### src/rtl/serial_add_pkg.sv
// Shared definitions for the bit-serial adder: FSM state encoding and counter sizing.
// Latency: not applicable (types and constant functions only).
// Backpressure: not applicable.
package serial_add_pkg;

    typedef enum logic [1:0] {
        S_IDLE  = 2'd0,
        S_SHIFT = 2'd1,
        S_DONE  = 2'd2
    } state_t;

    // Bits needed to count 0..value-1; at least one bit so WIDTH=2 still has a counter.
    function automatic int clog2(input int value);
        int r;
        r = 0;
        for (int v = value - 1; v > 0; v = v >> 1) begin
            r = r + 1;
        end
        return (r < 1) ? 1 : r;
    endfunction

endpackage

### src/rtl/full_add_bit.sv
// One-bit full adder assembled from two half adder cells and an OR of their carries.
// Latency: purely combinational, zero cycles.
// Backpressure: none; evaluates continuously.
module full_add_bit (
    input  logic a,
    input  logic b,
    input  logic cin,
    output logic s,
    output logic cout
);

    logic ha0_s;
    logic ha0_c;
    logic ha1_c;

    // First half adder cell: operand bits.
    assign ha0_s = a ^ b;
    assign ha0_c = a & b;

    // Second half adder cell: partial sum with incoming carry.
    assign s     = ha0_s ^ cin;
    assign ha1_c = ha0_s & cin;

    // Only one of the two half-adder carries can be set, so OR gives the majority.
    assign cout  = ha0_c | ha1_c;

endmodule

### src/rtl/serial_add_seq.sv
// Bit-serial WIDTH-bit adder (subtract too when SERIAL_ADD_SUB_EN is defined), one bit per clock.
// Latency: start accepted at edge k -> done and sum_out/carry_out valid after edge k+WIDTH.
// Backpressure: start only sampled in IDLE; starts while busy/done are dropped, never queued.
module serial_add_seq
    import serial_add_pkg::*;
#(
    parameter int WIDTH = 8
) (
    input  logic             clk,
    input  logic             rst,
    input  logic             start,
`ifdef SERIAL_ADD_SUB_EN
    input  logic             sub,
`endif
    input  logic [WIDTH-1:0] a_in,
    input  logic [WIDTH-1:0] b_in,
    output logic             busy,
    output logic             done,
    output logic [WIDTH-1:0] sum_out,
    output logic             carry_out
);

    localparam int CW = clog2(WIDTH);

    state_t           state;
    state_t           state_nxt;
    logic [WIDTH-1:0] a_sh;
    logic [WIDTH-1:0] b_sh;
    logic [WIDTH-1:0] res_sh;
    logic [WIDTH-1:0] res_nxt;
    logic [CW-1:0]    cnt;
    logic             carry;
    logic             b_bit;
    logic             fa_sum;
    logic             fa_cout;
    logic             last;

`ifdef SERIAL_ADD_SUB_EN
    logic             sub_q;

    // Subtraction is a + ~b + 1: invert b on its way into the cell, carry seeded with 1.
    assign b_bit = b_sh[0] ^ sub_q;
`else
    logic             sub_q;

    assign sub_q = 1'b0;
    assign b_bit = b_sh[0];
`endif

    assign last    = (cnt == CW'(WIDTH - 1));
    assign res_nxt = {fa_sum, res_sh[WIDTH-1:1]};

    full_add_bit u_fa (
        .a    (a_sh[0]),
        .b    (b_bit),
        .cin  (carry),
        .s    (fa_sum),
        .cout (fa_cout)
    );

    // State register.
    always_ff @(posedge clk) begin
        if (rst) begin
            state <= S_IDLE;
        end else begin
            state <= state_nxt;
        end
    end

    // Next-state and status outputs; DONE always lasts exactly one cycle.
    always_comb begin
        state_nxt = state;
        busy      = 1'b0;
        done      = 1'b0;
        case (state)
            S_IDLE: begin
                if (start) begin
                    state_nxt = S_SHIFT;
                end
            end
            S_SHIFT: begin
                busy = 1'b1;
                if (last) begin
                    state_nxt = S_DONE;
                end
            end
            S_DONE: begin
                done      = 1'b1;
                state_nxt = S_IDLE;
            end
            default: begin
                state_nxt = S_IDLE;
            end
        endcase
    end

    // Datapath: operand capture, LSB-first shifting, carry flop and result publication.
    always_ff @(posedge clk) begin
        if (rst) begin
            a_sh      <= '0;
            b_sh      <= '0;
            res_sh    <= '0;
            cnt       <= '0;
            carry     <= 1'b0;
            sum_out   <= '0;
            carry_out <= 1'b0;
`ifdef SERIAL_ADD_SUB_EN
            sub_q     <= 1'b0;
`endif
        end else begin
            case (state)
                S_IDLE: begin
                    if (start) begin
                        a_sh  <= a_in;
                        b_sh  <= b_in;
                        cnt   <= '0;
`ifdef SERIAL_ADD_SUB_EN
                        sub_q <= sub;
                        carry <= sub;
`else
                        carry <= 1'b0;
`endif
                    end
                end
                S_SHIFT: begin
                    a_sh   <= {1'b0, a_sh[WIDTH-1:1]};
                    b_sh   <= {1'b0, b_sh[WIDTH-1:1]};
                    res_sh <= res_nxt;
                    carry  <= fa_cout;
                    cnt    <= cnt + CW'(1);
                    if (last) begin
                        sum_out   <= res_nxt;
                        carry_out <= fa_cout;
                    end
                end
                default: begin
                end
            endcase
        end
    end

    // The add-only build ties sub_q low; keep it referenced so it never floats unused.
    logic unused_sub;
    assign unused_sub = sub_q & 1'b0;

endmodule

### config.mk
export PLATFORM = sky130hd
export DESIGN_NAME = serial_add_seq
export DESIGN_NICKNAME = d
export VERILOG_FILES = /design/src/rtl/serial_add_pkg.sv /design/src/rtl/full_add_bit.sv /design/src/rtl/serial_add_seq.sv
export SDC_FILE = /design/constraint.sdc
export NUM_CORES = 1
export LEC_CHECK = 0
export ABC_AREA = 1
export CAP_MARGIN = 15
export CORE_MARGIN = 2
export CORE_UTILIZATION = 42
export DETAILED_ROUTE_END_ITERATION = 10
export GPL_ROUTABILITY_DRIVEN = 0
export PLACE_DENSITY = 0.66
export SLEW_MARGIN = 20
export SYNTH_ARGS = -nofsm -noshare
export SYNTH_HDL_FRONTEND = slang
export SYNTH_HIERARCHICAL = 1
export SYNTH_SLANG_ARGS = --single-unit
### constraint.sdc
create_clock -name clk -period 3.58 [get_ports clk]
set_input_delay 0.358 -clock clk [delete_from_list [all_inputs] [get_ports clk]]
set_output_delay 0.358 -clock clk [all_outputs]
set_load 0.05 [all_outputs]
==> results of run 1 <==
==> layer usage <==
layer	share of wire [%]	GRT usage, %
met1	47	19.3
met5	0	0
met2	45	25.4
met4	2.0	6.75
met3	6.2	5.92
==> placed cells by master, fill, tap and decap left out <==
master,instances
clkdlybuf4s50_1,29
o21ai_4,1
o21ai_0,8
ha_1,2
a21oi_1,6
nand2_4,1
nor2_4,2
nor2_1,54
bufinv_16,1
nand3_1,21
dfxtp_1,38
nand2_1,85
inv_1,21
fa_1,1
clkbuf_8,6
inv_2,2
==> per-stage QoR <==
stage,hold slack (ns),setup slack (ns),instances,cell area [µm²]
2_1_floorplan,0.435,1.92,256,1730
3_3_place_gp,0.457,1.20,321,1990
3_5_place_dp,0.458,1.18,321,1990
4_1_cts,0.467,0.860,328,2100
5_1_grt,0.485,0.719,328,2100
6_report,0.466,0.886,328,2100
==> registers in the layout, indices dropped and copies added (netlist names) <==
signal	cells
a_sh	8
b_sh	8
sum_out	8
res_sh	7
cnt	3
state	2
carry	1
carry_out	1
==> worst max-delay path by stage <==
stage,end,start
after global placement,busy,state[0]
after detailed placement,busy,state[0]
after floorplan,done,state[1]
after global routing,busy,state[0]
after CTS,busy,state[0]
final,busy,state[0]
==> worst min-delay path: stages, from the launching register on <==
cell,delay (ns)
dfxtp_1,0.32
nand2_1,0.06
a21oi_1,0.05
==> power breakdown <==
group          switching (W)  internal [W]  leakage, nW
clock network       0.000146      0.000223       0.0573
logic              0.0000653     0.0000513        0.626
registers          0.0000195      0.000448        0.312
==> logic make-up after synthesis <==
group | after synthesis | synth area share (%)
AO/OA/AOI/OAI | 15 | 4.99
adder cells (fa/ha/maj) | 3 | 2.60
AND/OR/NAND/NOR | 163 | 38.2
buffers and inverters | 37 | 10.3
flip-flops | 38 | 44.0
==> layout make-up <==
cell class / instances / area, µm² / share of cell area (%)
well taps: 50 / 62.6 / 2.97
inverters: 23 / 86.3 / 4.10
flip-flops and latches: 38 / 761 / 36.1
repair buffers: 29 / 290 / 13.8
clock inverters: 1 / 30.0 / 1.43
clock buffers: 6 / 82.6 / 3.92
multi-input cells: 181 / 792 / 37.6
==> flow_summary_export.csv, run 1 <==
group,metric,value,unit
job,cap_violations,0,
floorplanning,rows,23,
setup_path,critPathSlowestCell,"clkdlybuf4s50_1",
floorplanning,fp.dieH,68.2,µm
sta,rsz0062_at_grt,"false",
floorplanning,coreArea,3970,µm²
setup_path,rr_endpoint,"a_sh[0]",
clock_tree,clockBufferDepth,2,
floorplanning,ios,30,
sta,skew,0.00415,ns
route,drt-pass1-iter-count,4,
setup_path,crit_buf_inv,2,
clock_tree,cts_root_buffer,"clkbuf_8",
clock_tree,clk_pin_slew,0.07,ns
yosys,synth_top_area_share,44.0,%
global_routing,antenna_found_initial,0,
setup_path,cpPeakStageDelay,0.87,ns
clock_tree,ctsHoldBuffers,0,
sta,max_freq,0.371,GHz
floorplanning,die_w,68.2,µm
setup_path,cp.depth,3,
sta,slew_headroom,42.1,%
power,power_density,453,nW/µm²
floorplanning,dieArea,4650,µm²
finish,nets,300,
setup_path,arrival,2.34,ns
yosys,synth_area,1730,µm²
power,p_leak,0.995,nW
clock_tree,clkSinkCount,38,
clock_tree,post_cts_buffers,0,
setup_path,crit_chain,"inv_2 > nor2_4 > clkdlybuf4s50_1",
sta,fin_tns_setup,0,ns
yosys,yosys-top-cells-area,"dfxtp_1, nand2_1, nor2_1, nand3_1, inv_1",
yosys,avgSynthCellArea,6.76,µm²
outcome,outcome,"finished clean",
route,drt_iter0_markers,81,
yosys,seq_area_frac_synth,44.0,%
yosys,synth_cell_types,17,
clock_tree,cts_tree,"built",
hold_path,min-delay-start,"a_sh[7]",
placed_design,hpwl,2.03,mm
finish,area_growth,21.6,%
setup_path,critPathRequiredTime,3.22,ns
finish,final_util,53.0,%
finish,layout-drive-gt1-share,4.68,%
setup_path,worstSetupStartpointType,"register",
route,drc_errors,0,
clock_tree,htree_levels,2,
sta,tightest_slew,0.868,ns
setup_path,reg2reg_from,"state[0]",
setup_path,end_kind,"primary output",
floorplanning,start_util,43.6,%
sta,setup_violations,0,
yosys,synth_top_cell_by_area,"dfxtp_1",
yosys,synth_top_cells_by_count,"nand2_1, nor2_1, dfxtp_1",
yosys,synthArstFlopShare,0,%
yosys,syn_inst,256,
clock_tree,clk_latency,0.29,ns
route,vias_per_cell,4.56,
hold_path,hp-class,"reg -> reg",
power,ir_drop,0.240,mV
setup_path,r2r_cells,5,
placed_design,portBuffers,29,
finish,fill_cells,394,
setup_path,r2r_setup_slack,1.70,ns
setup_path,cp_top_family,"buffers and inverters",
power,totalPowerFinal,0.000954,W
yosys,ys_seq_elements,38,
finish,antennaDiodeCount,0,
global_routing,grt_use_total,16.0,%
sta,hold_viol_final,0,
hold_path,hold_depth,2,
sta,fin_crit_sh,75.3,%
global_routing,grt_overflow_total,0,
yosys,yosys_warnings,6,
setup_path,critPathKind,"reg -> out",
global_routing,grt_pass1_vias,1259,
global_routing,grt_start_max_net_pins,35,
route,wl_per_cell,9.65,µm
yosys,synth_nets,278,
clock_tree,cts_resized,0,
yosys,synth-main-ff-cell,"dfxtp_1",
sta,slew_viol_final,0,
yosys,synth_edf_count,0,
global_routing,grt_pass1_wl,5.43,mm
route,ant_nets,0,
yosys,yosysMostFrequentCell,"nand2_1",
sta,finalCriticalPeriod,2.69,ns
setup_path,crit_fanout,19,
route,wl,3.16,mm
route,vias,1497,
hold_path,worstHoldEndpoint,"a_sh[7]",
clock_tree,cts_made_buffers,5,
(Power assumes the default switching activity.)
==> run 2: changes to the inputs <==
Clock period 3.58 ns to 2.74 ns, I/O delays scaled along.
==> flow_summary_export.csv, run 2 (synthesis results as in run 1) <==
group,metric,value,unit
power,p_int,0.000828,W
finish,area_growth,21.4,%
sta,setup_violations,0,
finish,multi_input_area,792,µm²
setup_path,critPathSlowestCell,"clkdlybuf4s50_1",
hold_path,min-delay-start,"res_sh[7]",
finish,top_regs,"a_sh x8, b_sh x8, sum_out x8",
sta,max_freq,0.476,GHz
clock_tree,clkSinkCount,38,
floorplanning,die_w,68.2,µm
clock_tree,cts_made_buffers,5,
setup_path,end_kind,"primary output",
clock_tree,cts_tree,"built",
job,cap_violations,0,
placed_design,place_area,2020,µm²
clock_tree,htree_levels,2,
global_routing,grt_overflow_total,0,
clock_tree,post_cts_buffers,0,
floorplanning,start_util,43.6,%
power,p_sw,0.000305,W
clock_tree,clockBufferDepth,2,
global_routing,grt_pass1_vias,1355,
power,switching_share,26.9,%
setup_path,crit_fanout,17,
sta,fin_tns_setup,0,ns
outcome,outcome,"finished clean",
route,dr_wl_met2,1.47,mm
global_routing,antenna_found_initial,0,
power,p_seq_share,53.6,%
route,wl_per_cell,9.91,µm
setup_path,r2r_cells,5,
setup_path,rr_endpoint,"b_sh[2]",
floorplanning,dieArea,4650,µm²
global_routing,grt_start_max_net_pins,35,
hold_path,worstHoldEndpoint,"sum_out[6]",
finish,antennaDiodeCount,0,
route,wl_met1,1.62,mm
power,p_clk_share,32.0,%
floorplanning,fp.dieH,68.2,µm
finish,seqCellArea,761,µm²
clock_tree,clk_pin_slew,0.07,ns
setup_path,cpPeakStageDelay,0.80,ns
setup_path,critPathKind,"reg -> out",
hold_path,hp-class,"reg -> reg",
clock_tree,clk_latency,0.29,ns
global_routing,grt_pass1_wl,5.80,mm
sta,timing.hold.ws,0.458,ns
power,ir_drop,0.288,mV
clock_tree,cts_root_buffer,"clkbuf_8",
sta,slew_viol_final,0,
placed_design,place_inst,325,
finish,finish.instance_area,2100,µm²
hold_path,hold_depth,2,
finish,final_cell_mix,"nand2_1, nor2_1, dfxtp_1",
setup_path,crit_chain,"inv_2 > nor2_1 > clkdlybuf4s50_1",
floorplanning,ios,30,
route,drt_iter0_markers,75,
finish,fin_cells,332,
sta,slew_headroom,48.3,%
sta,tightest_slew,0.773,ns
route,vias,1512,
power,power_density,539,nW/µm²
sta,rsz0062_at_grt,"false",
route,ant_nets,0,
setup_path,critPathRequiredTime,2.47,ns
placed_design,portBuffers,29,
floorplanning,rows,23,
clock_tree,cts_resized,0,
finish,fill_cells,422,
sta,hold_viol_final,0,
placed_design,hpwl,2.21,mm
route,vias_per_cell,4.55,
setup_path,arrival,1.83,ns
route,drc_errors,0,
route,top_layer_used,"met4",
setup_path,worstSetupStartpointType,"register",
sta,finalCriticalPeriod,2.10,ns
sta,skew,0.00273,ns
power,totalPowerFinal,0.00113,W
finish,layout_commonest_cell,"nand2_1",
setup_path,crit_buf_inv,2,
setup_path,reg2reg_from,"state[0]",
setup_path,r2r_setup_slack,1.10,ns
route,wl_met3,146,µm
setup_path,cp_top_family,"buffers and inverters",
route,wl,3.29,mm
global_routing,grt_use_total,16.8,%
route,drt-pass1-iter-count,4,
floorplanning,coreArea,3970,µm²
sta,fin_crit_sh,76.6,%
finish,nets,304,
finish,layout-drive-gt1-share,6.03,%
clock_tree,ctsHoldBuffers,0,
power,p_leak,1.00,nW
power,comb_power_share,14.4,%
-- run 2: per-stage QoR --
stage,setup WS (ns),utilization [%]
5_1_grt,0.523,52.9
2_1_floorplan,1.16,-
4_1_cts,0.615,52.9
6_report,0.640,52.9
3_5_place_dp,0.865,50.9
3_3_place_gp,0.893,50.9
-- run 2: layout make-up --
class | count | share of cell area [%]
Clock buffer | 5 | 3.28
Sequential cell | 38 | 36.2
Multi-Input combinational cell | 181 | 37.7
Clock inverter | 2 | 0.476
Tap cell | 50 | 2.98
Timing Repair Buffer | 33 | 15.2
Inverter | 23 | 4.11
-- run 2: how the worst max path moves through the flow --
stage                         from      end  slack, ns  cells after the start
final                     state[1]     done       0.64                      3
after global routing      state[1]     done       0.52                      3
after CTS                 state[1]     done       0.61                      3
after detailed placement       rst  b_sh[4]       0.86                      5
after global placement         rst  a_sh[2]       0.89                      5
after floorplan           state[1]     done       1.16                      3
-- run 2: power groups by stage --
stage               sequential (W)  combinational [W]  clock (W)
floorplan                 0.000613           0.000124          0
global placement          0.000620           0.000163          0
detailed placement        0.000620           0.000166          0
CTS                       0.000607           0.000166   0.000375
global route              0.000612           0.000189   0.000405
finish                    0.000607           0.000164   0.000363
-- run 2: routing by layer --
layer  global-route usage (%)  vias up
li1                         -      826
met1                     20.4      648
met2                     27.7       31
met3                     4.44        7
met4                     7.50        0
met5                        0        -
-- run 2: worst min-delay path: cells and delay by family, from the launching register on --
kind	cells	cell delay (ns)
flip-flops	1	0.32
AND/OR/NAND/NOR	2	0.10
==> run 3: changes to the inputs <==
Settings changed: PLACE_DENSITY 0.66 to 0.68.
Clock period 2.74 ns to 1.7 ns, I/O delays scaled along.
==> flow_summary_export.csv, run 3 (synthesis results as in run 1) <==
group,metric,value,unit
sta,setup_violations,0,
finish,final_cell_mix,"nand2_1, nor2_1, dfxtp_1",
power,power_density,873,nW/µm²
job,cap_violations,0,
sta,finalCriticalPeriod,1.59,ns
floorplanning,die_w,68.2,µm
finish,multi_input_area,792,µm²
global_routing,grt_use_total,16.4,%
clock_tree,clockBufferDepth,2,
sta,postLayoutSetupSlackWorst,0.109,ns
setup_path,end_kind,"primary output",
sta,fin_tns_setup,0,ns
finish,area_growth,26.2,%
sta,slew_headroom,67.2,%
finish,antennaDiodeCount,0,
floorplanning,start_util,43.6,%
setup_path,startpoint,"carry_out",
clock_tree,cts_tree,"built",
setup_path,r2r_cells,7,
finish,fill_cells,386,
route,ant_nets,0,
route,wl,3.26,mm
route,wl_per_cell,9.65,µm
clock_tree,clk_pin_slew,0.07,ns
power,p_leak,1.05,nW
setup_path,crit_chain,"clkdlybuf4s50_1",
setup_path,r2r_setup_slack,0.39,ns
clock_tree,ctsHoldBuffers,0,
route,drc_errors,0,
floorplanning,rows,23,
sta,max_freq,0.628,GHz
clock_tree,clk_latency,0.29,ns
setup_path,cpPeakStageDelay,0.80,ns
clock_tree,htree_levels,2,
setup_path,critPathSlowestCell,"clkdlybuf4s50_1",
finish,nets,309,
finish,top_regs,"a_sh x8, b_sh x8, sum_out x8",
power,ir_drop,0.447,mV
setup_path,reg2reg_from,"state[1]",
sta,tightest_slew,0.490,ns
finish,final_util,55.0,%
finish,seqCellArea,761,µm²
setup_path,arrival,1.42,ns
finish,layout_commonest_cell,"nand2_1",
outcome,outcome,"finished clean",
setup_path,worstSetupStartpointType,"register",
setup_path,crit_fanout,2,
route,vias,1523,
floorplanning,ios,30,
setup_path,critPathKind,"reg -> out",
global_routing,grt_pass1_vias,1335,
sta,skew,0.00320,ns
sta,fin_crit_sh,93.6,%
route,drt_iter0_markers,93,
hold_path,hp-class,"reg -> reg",
hold_path,worstHoldEndpoint,"b_sh[7]",
route,drt-pass1-iter-count,5,
floorplanning,coreArea,3970,µm²
setup_path,rr_endpoint,"b_sh[5]",
setup_path,critPathRequiredTime,1.53,ns
clock_tree,cts_root_buffer,"clkbuf_8",
sta,slew_viol_final,0,
route,vias_per_cell,4.51,
setup_path,crit_buf_inv,1,
clock_tree,clkSinkCount,38,
finish,layout-drive-gt1-share,8.33,%
placed_design,dp_slack,0.275,ns
global_routing,grt_start_max_net_pins,23,
hold_path,min-delay-start,"b_sh[7]",
hold_path,hold_depth,2,
sta,rsz0062_at_grt,"false",
placed_design,portBuffers,29,
finish,finish.instance_area,2180,µm²
floorplanning,fp.dieH,68.2,µm
setup_path,cp_top_family,"buffers and inverters",
global_routing,antenna_found_initial,0,
placed_design,hpwl,2.25,mm
global_routing,grt_overflow_total,0,
clock_tree,post_cts_buffers,0,
floorplanning,dieArea,4650,µm²
clock_tree,cts_made_buffers,5,
global_routing,grt_pass1_wl,5.69,mm
placed_design,place_area,2090,µm²
sta,hold_viol_final,0,
clock_tree,cts_resized,0,
==> run 3: metal layers <==
layer | global-route usage (%) | wire length (µm) | vias up
met2 | 27.1 | 1470 | 24
met3 | 3.95 | 114 | 5
li1 | - | - | 832
met5 | 0 | 0 | -
met1 | 19.9 | 1620 | 662
met4 | 8.25 | 56 | 0
==> run 3: cell type report <==
| cell class | instances | area share [%] |
|---|---|---|
| clock buffers | 7 | 3.95 |
| clock inverters | 1 | 0.229 |
| inverters | 23 | 3.95 |
| multi-input cells | 181 | 36.3 |
| flip-flops and latches | 38 | 34.8 |
| well taps | 50 | 2.87 |
| repair buffers | 38 | 17.9 |
==> run 3: how the worst max path moves through the flow <==
stage / end / slack (ns) / cells past startpoint
after global routing: sum_out[3] / 0.05 / 1
after global placement: b_sh[4] / 0.28 / 6
final: carry_out / 0.11 / 1
after CTS: carry_out / 0.09 / 1
after floorplan: done / 0.22 / 3
after detailed placement: b_sh[4] / 0.27 / 6
==> run 3: power breakdown <==
group          internal, W  switching (W)
clock network     0.000327       0.000309
registers         0.000944      0.0000313
logic             0.000139       0.000157
total              0.00141       0.000497
==> run 3: stage by stage <==
| step | hold slack, ns | total power [W] | instances |
|---|---|---|---|
| floorplan | 0.317 | 0.00119 | 256 |
| global placement | 0.449 | 0.00129 | 330 |
| detailed placement | 0.452 | 0.00129 | 330 |
| CTS | 0.462 | 0.00193 | 338 |
| global route | 0.482 | 0.00201 | 338 |
| finish | 0.460 | 0.00191 | 338 |
